<file path="src/rtl/imem_loader_if.sv">
// -----------------------------------------------------------------------------
// imem_loader_if
//
// Groups the byte-stream handshake and the instruction-memory word-write bus
// of the program loader.
//
//   in_valid  stream byte valid                (environment -> loader)
//   in_data   stream byte                      (environment -> loader)
//   in_ready  loader can accept a byte         (loader -> environment)
//   wr_en     one-cycle memory write strobe    (loader -> memory)
//   wr_addr   word-aligned byte address        (loader -> memory)
//   wr_data   packed little-endian word        (loader -> memory)
//   wr_be     byte enables, bit i = lane i     (loader -> memory)
//
// Modports:
//   master  the loader's view (drives in_ready and the write bus)
//   slave   the environment's view (drives the byte stream, sees writes)
// -----------------------------------------------------------------------------
interface imem_loader_if #(
  parameter int ADDR_WIDTH = 32,
  parameter int DATA_WIDTH = 32,
  parameter int BYTE_WIDTH = 8
);

  logic                  in_valid;
  logic [BYTE_WIDTH-1:0] in_data;
  logic                  in_ready;

  logic                  wr_en;
  logic [ADDR_WIDTH-1:0] wr_addr;
  logic [DATA_WIDTH-1:0] wr_data;
  logic [3:0]            wr_be;

  modport master (
    input  in_valid,
    input  in_data,
    output in_ready,
    output wr_en,
    output wr_addr,
    output wr_data,
    output wr_be
  );

  modport slave (
    output in_valid,
    output in_data,
    input  in_ready,
    input  wr_en,
    input  wr_addr,
    input  wr_data,
    input  wr_be
  );

endinterface

</file>
<file path="src/rtl/imem_loader.sv">
// -----------------------------------------------------------------------------
// imem_loader
//
// Loads a byte stream into the byte-addressed, little-endian instruction
// memory. Bytes arrive over a valid/ready handshake and are packed four at a
// time into a 32-bit word (lowest address in bits [7:0]); each packed word is
// written with one strobe plus byte enables. The CPU is held in reset while a
// load is in progress.
//
// Ports:
//   clk        clock, rising edge
//   rst        asynchronous active-high reset
//   start      one-cycle load request, only looked at while idle
//   base_addr  start byte address, bits [1:0] ignored
//   len_bytes  number of bytes to load (0..MEM_BYTES)
//   bus        imem_loader_if.master: byte stream in, word writes out
//   busy       load in progress
//   cpu_hold   CPU reset request, same as busy
//   done       one-cycle pulse at the end of a load
//   err        one-cycle pulse when a start is rejected (range overflow)
//   checksum   byte sum (mod 256) of the current or most recent load
//
// Build option:
//   LOADER_CHECKSUM_EN  when defined, the running checksum is built;
//                       otherwise checksum is tied to zero.
// -----------------------------------------------------------------------------
module imem_loader #(
  parameter int ADDR_WIDTH = 32,
  parameter int DATA_WIDTH = 32,
  parameter int BYTE_WIDTH = 8,
  parameter int MEM_BYTES  = 4096
) (
  input  logic                  clk,
  input  logic                  rst,
  input  logic                  start,
  input  logic [ADDR_WIDTH-1:0] base_addr,
  input  logic [12:0]           len_bytes,
  imem_loader_if.master         bus,
  output logic                  busy,
  output logic                  cpu_hold,
  output logic                  done,
  output logic                  err,
  output logic [7:0]            checksum
);

  localparam int OFF_W = $clog2(MEM_BYTES);
  localparam int LEN_W = 13;

  typedef enum logic [1:0] {
    S_IDLE  = 2'd0,
    S_RECV  = 2'd1,
    S_WRITE = 2'd2,
    S_DONE  = 2'd3
  } state_t;

  state_t state_r;
  state_t state_next;

  logic [ADDR_WIDTH-1:0]      addr_r;
  logic [LEN_W-1:0]           remaining_r;
  logic [1:0]                 lane_r;
  logic [3:0][BYTE_WIDTH-1:0] word_r;
  logic [3:0]                 be_r;

  logic [ADDR_WIDTH-1:0] aligned_base_s;
  logic [OFF_W-1:0]      aligned_off_s;
  logic [LEN_W-1:0]      end_off_s;
  logic                  range_bad_s;
  logic                  accept_s;
  logic                  start_bad_s;
  logic                  start_ok_s;
  logic                  start_load_s;

  // The low two address bits are forced to zero; only the offset inside the
  // memory takes part in the range check, in 13-bit arithmetic (max offset
  // 4092 plus max length 4096 still fits without overflow).
  assign aligned_base_s = base_addr & ~(ADDR_WIDTH'(32'd3));
  assign aligned_off_s  = aligned_base_s[OFF_W-1:0];
  assign end_off_s      = LEN_W'(aligned_off_s) + len_bytes;
  assign range_bad_s    = (end_off_s > LEN_W'(MEM_BYTES));

  // Next-state decode and per-cycle event strobes.
  always_comb begin
    state_next   = state_r;
    accept_s     = 1'b0;
    start_bad_s  = 1'b0;
    start_ok_s   = 1'b0;
    start_load_s = 1'b0;
    case (state_r)
      S_IDLE: begin
        if (start) begin
          if (range_bad_s) begin
            start_bad_s = 1'b1;
            state_next  = S_IDLE;
          end else if (len_bytes == 13'd0) begin
            start_ok_s = 1'b1;
            state_next = S_DONE;
          end else begin
            start_ok_s   = 1'b1;
            start_load_s = 1'b1;
            state_next   = S_RECV;
          end
        end else begin
          state_next = S_IDLE;
        end
      end
      S_RECV: begin
        // in_ready is high for the whole RECV state, so valid alone accepts.
        if (bus.in_valid) begin
          accept_s = 1'b1;
          if ((lane_r == 2'd3) || (remaining_r == 13'd1)) begin
            state_next = S_WRITE;
          end else begin
            state_next = S_RECV;
          end
        end else begin
          state_next = S_RECV;
        end
      end
      S_WRITE: begin
        if (remaining_r != 13'd0) begin
          state_next = S_RECV;
        end else begin
          state_next = S_DONE;
        end
      end
      S_DONE: begin
        state_next = S_IDLE;
      end
      default: begin
        state_next = S_IDLE;
      end
    endcase
  end

  // State register.
  always_ff @(posedge clk or posedge rst) begin
    if (rst) begin
      state_r <= S_IDLE;
    end else begin
      state_r <= state_next;
    end
  end

  // Address, byte counter, lane pointer and word buffer.
  always_ff @(posedge clk or posedge rst) begin
    if (rst) begin
      addr_r      <= '0;
      remaining_r <= 13'd0;
      lane_r      <= 2'd0;
      word_r      <= '0;
      be_r        <= 4'b0000;
    end else begin
      if (start_load_s) begin
        addr_r      <= aligned_base_s;
        remaining_r <= len_bytes;
        lane_r      <= 2'd0;
        word_r      <= '0;
        be_r        <= 4'b0000;
      end else if (accept_s) begin
        word_r[lane_r] <= bus.in_data;
        be_r[lane_r]   <= 1'b1;
        lane_r         <= lane_r + 2'd1;
        remaining_r    <= remaining_r - 13'd1;
      end else if (state_r == S_WRITE) begin
        // The word has just been presented; start the next one clean.
        addr_r <= addr_r + ADDR_WIDTH'(32'd4);
        lane_r <= 2'd0;
        word_r <= '0;
        be_r   <= 4'b0000;
      end else begin
        addr_r <= addr_r;
      end
    end
  end

  // Status and strobe outputs, registered from the next state so that each
  // one lines up exactly with the state it describes.
  always_ff @(posedge clk or posedge rst) begin
    if (rst) begin
      bus.in_ready <= 1'b0;
      bus.wr_en    <= 1'b0;
      busy         <= 1'b0;
      cpu_hold     <= 1'b0;
      done         <= 1'b0;
      err          <= 1'b0;
    end else begin
      bus.in_ready <= (state_next == S_RECV);
      bus.wr_en    <= (state_next == S_WRITE);
      busy         <= (state_next != S_IDLE);
      cpu_hold     <= (state_next != S_IDLE);
      done         <= (state_next == S_DONE);
      err          <= start_bad_s;
    end
  end

  // The write bus shows the working registers directly; they are only
  // meaningful while wr_en is high and unfilled lanes are always zero.
  assign bus.wr_addr = addr_r;
  assign bus.wr_data = DATA_WIDTH'(word_r);
  assign bus.wr_be   = be_r;

`ifdef LOADER_CHECKSUM_EN
  logic [7:0] checksum_r;

  // Running byte sum; cleared by an accepted start, held after done.
  always_ff @(posedge clk or posedge rst) begin
    if (rst) begin
      checksum_r <= 8'h00;
    end else if (start_ok_s) begin
      checksum_r <= 8'h00;
    end else if (accept_s) begin
      checksum_r <= checksum_r + 8'(bus.in_data);
    end else begin
      checksum_r <= checksum_r;
    end
  end

  assign checksum = checksum_r;
`else
  assign checksum = 8'h00;
`endif

endmodule

</file>
<file path="src/flat_wrapper.sv">
// flat-port wrapper written by rule: the top's interface ports become plain ports
module imem_loader_flat 
#(
  parameter int ADDR_WIDTH = 32,
  parameter int DATA_WIDTH = 32,
  parameter int BYTE_WIDTH = 8,
  parameter int MEM_BYTES  = 4096
)
  (clk, rst, start, base_addr, len_bytes, busy, cpu_hold, done, err, checksum, bus_in_valid, bus_in_data, bus_in_ready, bus_wr_en, bus_wr_addr, bus_wr_data, bus_wr_be);
  imem_loader_if #(.ADDR_WIDTH(ADDR_WIDTH), .DATA_WIDTH(DATA_WIDTH), .BYTE_WIDTH(BYTE_WIDTH)) bus_i ();
  input  logic clk;
  input  logic rst;
  input  logic start;
  input  logic [ADDR_WIDTH-1:0] base_addr;
  input  logic [12:0] len_bytes;
  output logic busy;
  output logic cpu_hold;
  output logic done;
  output logic err;
  output logic [7:0] checksum;
  input wire logic [$bits(bus_i.in_valid)-1:0] bus_in_valid;
  input wire logic [$bits(bus_i.in_data)-1:0] bus_in_data;
  output wire logic [$bits(bus_i.in_ready)-1:0] bus_in_ready;
  output wire logic [$bits(bus_i.wr_en)-1:0] bus_wr_en;
  output wire logic [$bits(bus_i.wr_addr)-1:0] bus_wr_addr;
  output wire logic [$bits(bus_i.wr_data)-1:0] bus_wr_data;
  output wire logic [$bits(bus_i.wr_be)-1:0] bus_wr_be;
  assign bus_i.in_valid = bus_in_valid;
  assign bus_i.in_data = bus_in_data;
  assign bus_in_ready = bus_i.in_ready;
  assign bus_wr_en = bus_i.wr_en;
  assign bus_wr_addr = bus_i.wr_addr;
  assign bus_wr_data = bus_i.wr_data;
  assign bus_wr_be = bus_i.wr_be;
  imem_loader #(.ADDR_WIDTH(ADDR_WIDTH), .DATA_WIDTH(DATA_WIDTH), .BYTE_WIDTH(BYTE_WIDTH), .MEM_BYTES(MEM_BYTES)) u_core (.clk(clk), .rst(rst), .start(start), .base_addr(base_addr), .len_bytes(len_bytes), .bus(bus_i), .busy(busy), .cpu_hold(cpu_hold), .done(done), .err(err), .checksum(checksum));
endmodule
</file>
<file path="config.mk">
export PLATFORM = sky130hd
export DESIGN_NAME = imem_loader_flat
export DESIGN_NICKNAME = d
export VERILOG_FILES = /design/src/rtl/imem_loader_if.sv /design/src/rtl/imem_loader.sv /design/src/flat_wrapper.sv
export SDC_FILE = /design/constraint.sdc
export NUM_CORES = 1
export LEC_CHECK = 0
export ABC_AREA = 1
export ABC_CLOCK_PERIOD_IN_PS = 6800
export CAP_MARGIN = 20
export CELL_PAD_IN_SITES_DETAIL_PLACEMENT = 0
export CELL_PAD_IN_SITES_GLOBAL_PLACEMENT = 1
export CORE_AREA = 4 4 106 183
export CTS_BUF_LIST = sky130_fd_sc_hd__clkbuf_4 sky130_fd_sc_hd__clkbuf_8
export CTS_CLUSTER_DIAMETER = 30
export DETAILED_ROUTE_END_ITERATION = 8
export DIE_AREA = 0 0 110 187
export GPL_TIMING_DRIVEN = 0
export MAX_ROUTING_LAYER = met4
export PLACE_DENSITY_LB_ADDON = 0.1
export SYNTH_ARGS = -nofsm -noshare
export SYNTH_HDL_FRONTEND = slang
export SYNTH_SLANG_ARGS = --single-unit
</file>
<file path="constraint.sdc">
create_clock -name clk -period 6.8 [get_ports clk]
set_clock_uncertainty 0.2 [all_clocks]
set_input_delay 1.36 -clock clk [delete_from_list [all_inputs] [get_ports clk]]
set_output_delay 1.36 -clock clk [all_outputs]
set_load 0.02 [all_outputs]
</file>
==> results of run 1 <==
==> worst max-delay path: stages <==
cell             delay [ns]
clkdlybuf4s50_1        0.56
ha_1                   0.23
inv_1                  0.06
fa_1                   0.48
inv_1                  0.04
nor2_1                 0.07
nand2_1                0.06
nor2_1                 0.08
nand3_1                0.08
nor2_1                 0.11
nand3_1                0.09
nor2_1                 0.12
nand2_1                0.14
nand2_4                0.12
nand3_4                0.09
inv_2                  0.21
buf_2                  0.32
nand2_1                0.13
nand3_1                0.10
==> power by group through the flow <==
stage / registers [mW] / clock network (mW) / logic [mW]
2_1_floorplan: 1.10 / 0 / 0.602
4_1_cts: 0.937 / 0.400 / 1.36
3_3_place_gp: 0.943 / 0 / 1.34
3_5_place_dp: 0.945 / 0 / 1.36
5_1_grt: 0.969 / 0.421 / 1.49
6_report: 0.935 / 0.383 / 1.34
==> layout by cell type (no fill, tap or decap), types with 2 or more instances in the layout <==
cell type / Yosys / final
nand3_1: 62 / 62
o21a_1: 4 / 4
buf_6: 3 / 3
inv_2: 4 / 4
nor2_1: 45 / 45
nand2_1: 282 / 282
buf_2: 6 / 6
clkbuf_1: 3 / 3
clkbuf_8: 0 / 9
a21oi_1: 7 / 7
dfrtp_1: 88 / 88
ha_1: 17 / 17
conb_1: 1 / 10
nand2_4: 5 / 5
buf_4: 11 / 11
o21ai_0: 12 / 12
o221ai_1: 2 / 2
nand2_2: 4 / 4
xor2_1: 18 / 18
o21ai_1: 9 / 9
clkinv_4: 0 / 2
or2_2: 4 / 4
clkdlybuf4s50_1: 0 / 126
nor3_1: 11 / 11
nor2_2: 2 / 2
clkinv_1: 2 / 2
nor4_1: 8 / 8
nand3b_1: 2 / 2
nand4_1: 12 / 12
a21oi_2: 2 / 2
nand3_4: 2 / 2
xnor2_1: 6 / 6
inv_1: 84 / 83
==> metrics by stage <==
| step | cell area, µm² | hold WS (ns) | utilization |
|---|---|---|---|
| after CTS | 7110 | 0.280 | 0.396 |
| after detailed placement | 6910 | 0.259 | 0.384 |
| after floorplan | 5320 | 0.252 | - |
| final | 7110 | 0.278 | 0.396 |
| after global placement | 6880 | 0.254 | 0.383 |
| after global routing | 7110 | 0.300 | 0.396 |
==> final cells by class <==
class,count,area (µm²),share of cell area
Buffer,23,158,0.0222
Inverter,90,340,0.0479
Multi-Input combinational cell,533,2630,0.369
Clock inverter,7,80.1,0.0113
Tap cell,234,293,0.0412
Sequential cell,88,2200,0.310
Timing Repair Buffer,127,1290,0.181
Clock buffer,9,124,0.0174
==> path summary, 6_finish.rpt <==
kind,startpoint,end,slack (ns)
max,len_bytes[2],u_core.bus.wr_addr[28],2.44
min,u_core.bus.wr_data[21],u_core.bus.wr_data[21],0.28
max reg2reg,u_core.bus.wr_addr[2],u_core.bus.wr_addr[22],4.28
min reg2reg,u_core.bus.wr_data[21],u_core.bus.wr_data[21],0.28
max in group asynchronous,rst,u_core.bus.wr_data[11],4.64
min in group asynchronous,rst,u_core.bus.wr_addr[20],1.09
==> registers in the layout, summed over array words and instances (netlist names) <==
name / cells
u_core.state_r: 2
u_core.busy: 1
u_core.bus.wr_addr: 30
u_core.bus.wr_data: 32
u_core.err: 1
u_core.lane_r: 2
u_core.done: 1
u_core.bus.in_ready: 1
u_core.bus.wr_be: 4
u_core.bus.wr_en: 1
u_core.remaining_r: 13
==> kinds of logic after synthesis <==
logic type / Yosys count
other: 1
adders and majority gates: 18
buffers and inverters: 113
xor gates and xnor gates: 25
DFF: 88
AOI/OAI and AO/OA: 39
and+or+nand+nor: 441
==> per-layer routing <==
layer | up-vias | wire length (µm) | GRT usage
li1 | 2549 | - | -
met1 | 2316 | 6730 | 0.195
met2 | 128 | 9130 | 0.314
met3 | 17 | 723 | 0.0235
met4 | 0 | 298 | 0.0446
met5 | - | 0 | -
==> results by group, run 1 <==
Layout
  – P&R area growth vs syn: 34.4%
  – Share of cells above drive strength 1: 0.0707
  – Nets: 947
  – FILL cells: between 1.5k and 2k
  – Non-Filler Instances: 1111
  – # diodes: 0

GRT
  – GR Util All Layers: 0.173
  – Initial antenna violation count: 0
  – First-pass GRT wire length: between 20000 and 30000 µm
  – Number of global-route vias before repair: 5044
  – GR Overflow Total: 0
  – Largest net degree at the start of global routing: 69

Logic synthesis
  – Synth top cells by count: nand2_1, dfrtp_1, inv_1
  – Xor/xnor share of the synthesized area: 0.0428
  – Largest area contributor in the netlist: dfrtp_1
  – Count leader, synth: nand2_1
  – Post-synth ARST share: 1.00
  – #FFs+latches synth: 88
  – Multiplexer area fraction after synthesis: 0
  – Synth top area share: 0.416
  – Most used flip-flop cell after synthesis: dfrtp_1
  – Synth Cell Area: 5290 µm²
  – Syn Inst Count: between 700 and 800
  – Ys Warns: 0
  – Synth Area in Simple Gates: 0.359
  – Syn_area_per_cell: 7.29 µm²
  – Post-synthesis sequential area ratio: 0.416
  – Synth Area in Compound Gates: 0.0431
  – Post-synth EDFFs: 0
  – Adder-cell share of the synthesized area: 0.0440
  – Synth top area cells: dfrtp_1, nand2_1, inv_1
  – Largest family of logic cells by synthesized area: simple AND/OR/NAND/NOR gates
  – Synth cell types: 37

Floorplan
  – FP Rows: 65
  – I/O Pins: 139
  – Die area: 20600 µm²
  – Die W: about 110 µm
  – Die Height: 187 µm
  – Core area: 18000 µm²
  – Initial Util: 0.294

Critical path
  – Startpoint types: input pin
  – Critical path class: input pin to register
  – CP endpoint kind: register
  – Critical path arrival: 4.46 ns
  – R2r worst-path depth: 13
  – CP max FO: 10
  – Crit path required time: 6.89 ns

Power
  – VDD IR max: 0.000153 V
  – Sequential power share: 0.352
  – Net Sw Frac: 0.443
  – Internal power: 1.48 mW
  – Tot Pwr: 2.66 mW
  – Comb pwr share: 0.504
  – Pleak: 3.52 nW
  – Clock Power Share: 0.144
  – PD cells: 374 nW/µm²
  – Switch Pwr: 1.18 mW

Placement
  – Post-detail-place hpwl: 13500 µm
  – Gpl congestion: about 0.87
  – IO buf count: 126
  – Placed cells: 1095
  – Setup WS pre-CTS: 1.97 ns

CTS
  – Root Driver: clkbuf_8
  – Post-cts resize count: 0
  – CTS tree: yes
  – Postcts setup bufs: 0
  – CTS Buf Count: 9
  – Clk sink count: 88
  – CTS Hold Bufs: 0
  – Clk pin slew, worst setup/hold paths: 0.10 ns
  – CTS max path bufs: 2
  – H-tree levels: 3
  – Worst skew pair latency: 0.37 ns

STA
  – RSZ-0062 raised after global routing: false
  – Setup WS post-layout: 2.44 ns
  – Tmin final: 4.36 ns
  – Achievable Freq: 229 MHz
  – Rel. slew slack: 0.516
  – Tcrit/Tclk final: 0.641
  – Final hold violation count: 0
  – Final setup violating endpoints: 0
  – TNS Setup: 0 ns
  – Pin slew with the least headroom to its limit: between 0.7 and 0.8 ns
  – Final Max Slew Viols: 0

Detailed routing
  – Routed vias/inst: 4.51
  – Pre-Repair DR Iteration Count: 5
  – DRT iter0 DRCs: 225
  – Post-route ant nets: 0
  – DRC errors left: 0
  – WL final: ~17000 µm
  – Via count: around 5k
  – Wire per inst: around 15 µm

Status
  – Status: finished clean

Hold path
  – Hold Path Class: register to register
  – Hold path cells: 2

Job
  – Max Cap Violations: 0
No activity file was read; power rests on OpenSTA's default activity.
==> run 2, diff against run 1 <==
--- a/config.mk
+++ b/config.mk
@@ -6,7 +6,7 @@
 export NUM_CORES = 1
 export LEC_CHECK = 0
 export ABC_AREA = 1
-export ABC_CLOCK_PERIOD_IN_PS = 6800
+export ABC_CLOCK_PERIOD_IN_PS = 3800
 export CAP_MARGIN = 20
 export CELL_PAD_IN_SITES_DETAIL_PLACEMENT = 0
 export CELL_PAD_IN_SITES_GLOBAL_PLACEMENT = 1
==> constraint.sdc (replaced) <==
create_clock -name clk -period 3.8 [get_ports clk]
set_clock_uncertainty 0.2 [all_clocks]
set_input_delay 0.76 -clock clk [delete_from_list [all_inputs] [get_ports clk]]
set_output_delay 0.76 -clock clk [all_outputs]
set_load 0.02 [all_outputs]
==> run 2 against run 1 <==
Effect of this change: setup slack worse by 2.1 ns; global-route usage stayed put; via count is 0.38% lower; largest cell class unchanged; routed wire length is 0.21% lower; critical path type unchanged; core utilization is 0.15 points higher; non-clock buffer count stayed put.
==> results by group, run 2 (synthesis results as in run 1) <==
Status
  – Status: finished clean (unchanged)

Critical path
  – Largest stage delay, worst path: 0.54 ns (was 0.56 ns)
  – Reg2Reg Setup Slack: 1.31 ns (was 4.28 ns)
  – CP Cell Sequence: clkdlybuf4s50_1, inv_1, fa_1, inv_1, nor2_1, nand2_1, nor2_1, nand3_1, nor2_1, nand3_1, nor2_2, nand2_2, nand2_4, nand3_4, buf_6, nand3_4, nand2_4, nand2_1, nand2_1 (was clkdlybuf4s50_1, ha_1, inv_1, fa_1, inv_1, nor2_1, nand2_1, nor2_1, nand3_1, nor2_1, nand3_1, nor2_1, nand2_1, nand2_4, nand3_4, inv_2, buf_2, nand2_1, nand3_1)
  – R2r worst-path depth: 13 (unchanged)
  – Critical path arrival: 3.48 ns (was 4.46 ns)
  – Critical path class: input pin to register (unchanged)
  – CP endpoint kind: register (unchanged)
  – Worst path slowest cell: clkdlybuf4s50_1 (unchanged)
  – Crit path required time: 3.84 ns (was 6.89 ns)
  – CP max FO: 10 (unchanged)
  – Startpoint types: input pin (unchanged)

CTS
  – Root Driver: clkbuf_8 (unchanged)
  – CTS Buf Count: 9 (unchanged)
  – Postcts setup bufs: 0 (unchanged)
  – CTS max path bufs: 2 (unchanged)
  – CTS tree: yes (unchanged)
  – H-tree levels: 3 (unchanged)
  – Worst skew pair latency: 0.37 ns (about the same)
  – Clk pin slew, worst setup/hold paths: 0.10 ns (about the same)
  – CTS Hold Bufs: 0 (unchanged)
  – Clk sink count: 88 (unchanged)

STA
  – RSZ-0062 raised after global routing: false (unchanged)
  – Rel. slew slack: 0.466 (was 0.516)
  – Pin slew with the least headroom to its limit: 0.799 ns (was 0.723 ns)
  – Tmin final: 3.43 ns
  – Tcrit/Tclk final: 0.903
  – Achievable Freq: 291 MHz
  – Final setup violating endpoints: 0 (unchanged)
  – Final Max Slew Viols: 0 (unchanged)
  – Final hold violation count: 0 (unchanged)

GRT
  – Largest net degree at the start of global routing: 69 (unchanged)
  – Number of global-route vias before repair: 5044 (unchanged)
  – GR Overflow Total: 0 (unchanged)
  – GR Util All Layers: 0.173 (unchanged)
  – First-pass GRT wire length: 26900 µm (unchanged)
  – Initial antenna violation count: 0 (unchanged)

Hold path
  – Hold path cells: 2 (unchanged)
  – Hold Path Class: register to register (unchanged)

Detailed routing
  – Via count: 4991 (was 5010)
  – Wire per inst: 15.2 µm (about the same)
  – Post-route ant nets: 0 (unchanged)
  – DRC errors left: 0 (unchanged)
  – Pre-Repair DR Iteration Count: 5 (unchanged)
  – WL final: 16800 µm (was 16900 µm)
  – Routed vias/inst: 4.49 (was 4.51)
  – DRT iter0 DRCs: 212 (was 225)

Layout
  – P&R area growth vs syn: 35.0% (was 34.4%)
  – Commonest non-fill, non-tap cell in the layout: nand2_1 (unchanged)
  – Commonest cells after routing, fill and taps aside: nand2_1, clkdlybuf4s50_1, dfrtp_1, inv_1, nand3_1 (unchanged)
  – Share of cells above drive strength 1: 0.0741 (was 0.0707)
  – Nets: 947 (unchanged)
  – Largest register FFs: 32 (unchanged)
  – Non-Filler Instances: 1111 (unchanged)
  – # diodes: 0 (unchanged)
  – Cell area after layout: 7140 µm² (was 7110 µm²)

Placement
  – Placed inst area: 6910 µm² (unchanged)
  – Placed cells: 1095 (unchanged)
  – IO buf count: 126 (unchanged)
  – Gpl congestion: 0.874 (unchanged)
  – Post-detail-place hpwl: 13500 µm (unchanged)

Job
  – Max Cap Violations: 0 (unchanged)

Power
  – PD cells: 667 nW/µm² (was 374 nW/µm²)
  – Pleak: 3.54 nW (was 3.52 nW)
  – VDD IR max: 0.000273 V (was 0.000153 V)

Floorplan
  – FP Rows: 65 (unchanged)
  – I/O Pins: 139 (unchanged)
  – Initial Util: 0.294 (unchanged)
  – Core area: 18000 µm² (unchanged)
  – Die area: 20600 µm² (unchanged)
  – Die Height: 187 µm (unchanged)
  – Die W: 110 µm (unchanged)
==> run 2: changes by cell type in the layout (fill, tap and decap cells not counted), moves of 2 or more <==
cell | before | now
buf_2 | 6 | 3
dlymetal6s2s_1 | 0 | 2
clkdlybuf4s50_1 | 126 | 124
clkbuf_4 | 0 | 2
==> run 2: power by group <==
group	total [mW]	internal [mW]	switching [mW]	leakage [nW]
combinational	2.40	1.03	1.38	2.33
clock	0.686	0.312	0.373	0.102
sequential	1.67	1.31	0.360	1.11
total	4.76	2.65	2.11	3.54
==> run 2: layout make-up <==
type	instances	area, µm²
fill	1903	10800
timing repair buffer	127	1290
buffer	23	165
multi-input combinational	533	2640
clock buffer	9	124
clock inverter	7	80.1
sequential	88	2200
tap	234	293
inverter	90	343
==> run 2: worst max-delay path, delay by kind of cell <==
| family | cells | cell delay, ns |
|---|---|---|
| buf+inv | 4 | 0.85 |
| simple gates | 14 | 1.31 |
| fa+ha+maj | 1 | 0.53 |
==> run 2: final timing paths <==
| check | start | end |
|---|---|---|
| worst max-delay path | base_addr[3] | u_core.bus.wr_data[29] |
| worst min-delay path | u_core.bus.wr_data[21] | u_core.bus.wr_data[21] |
| worst max register to register | u_core.bus.wr_addr[2] | u_core.bus.wr_addr[22] |
| worst min register to register | u_core.bus.wr_data[21] | u_core.bus.wr_data[21] |
| max in group asynchronous | rst | u_core.bus.wr_data[11] |
| min in group asynchronous | rst | u_core.bus.wr_addr[20] |
==> run 2: timing repair <==
item / 4_1_cts / 5_1_grt
cloned: 0 / 0
pin swaps: 0 / 0
endpoints found under the setup margin: 2 / 68
gates resized for setup: 1 / 9
==> run 2: per-stage QoR <==
stage                     total power [mW]  utilization  hold slack (ns)  setup TNS, ns  worst slack, ns
after floorplan                       3.05            -            0.252              0            0.561
after global placement                4.08        0.383            0.254        -105.89            -1.01
after detailed placement              4.12        0.384            0.259         -20.04           -0.432
after CTS                             4.83        0.396            0.280              0           0.0648
after global routing                  5.16        0.397            0.300              0            0.113
final                                 4.76        0.397            0.278              0            0.368
==> run 2: layer usage <==
metal,share of wire,GRT usage,up-vias
met2,0.54,0.314,128
met1,0.40,0.195,2298
li1,-,-,2551
met5,0,-,-
met3,0.041,0.0235,14
met4,0.016,0.0446,0
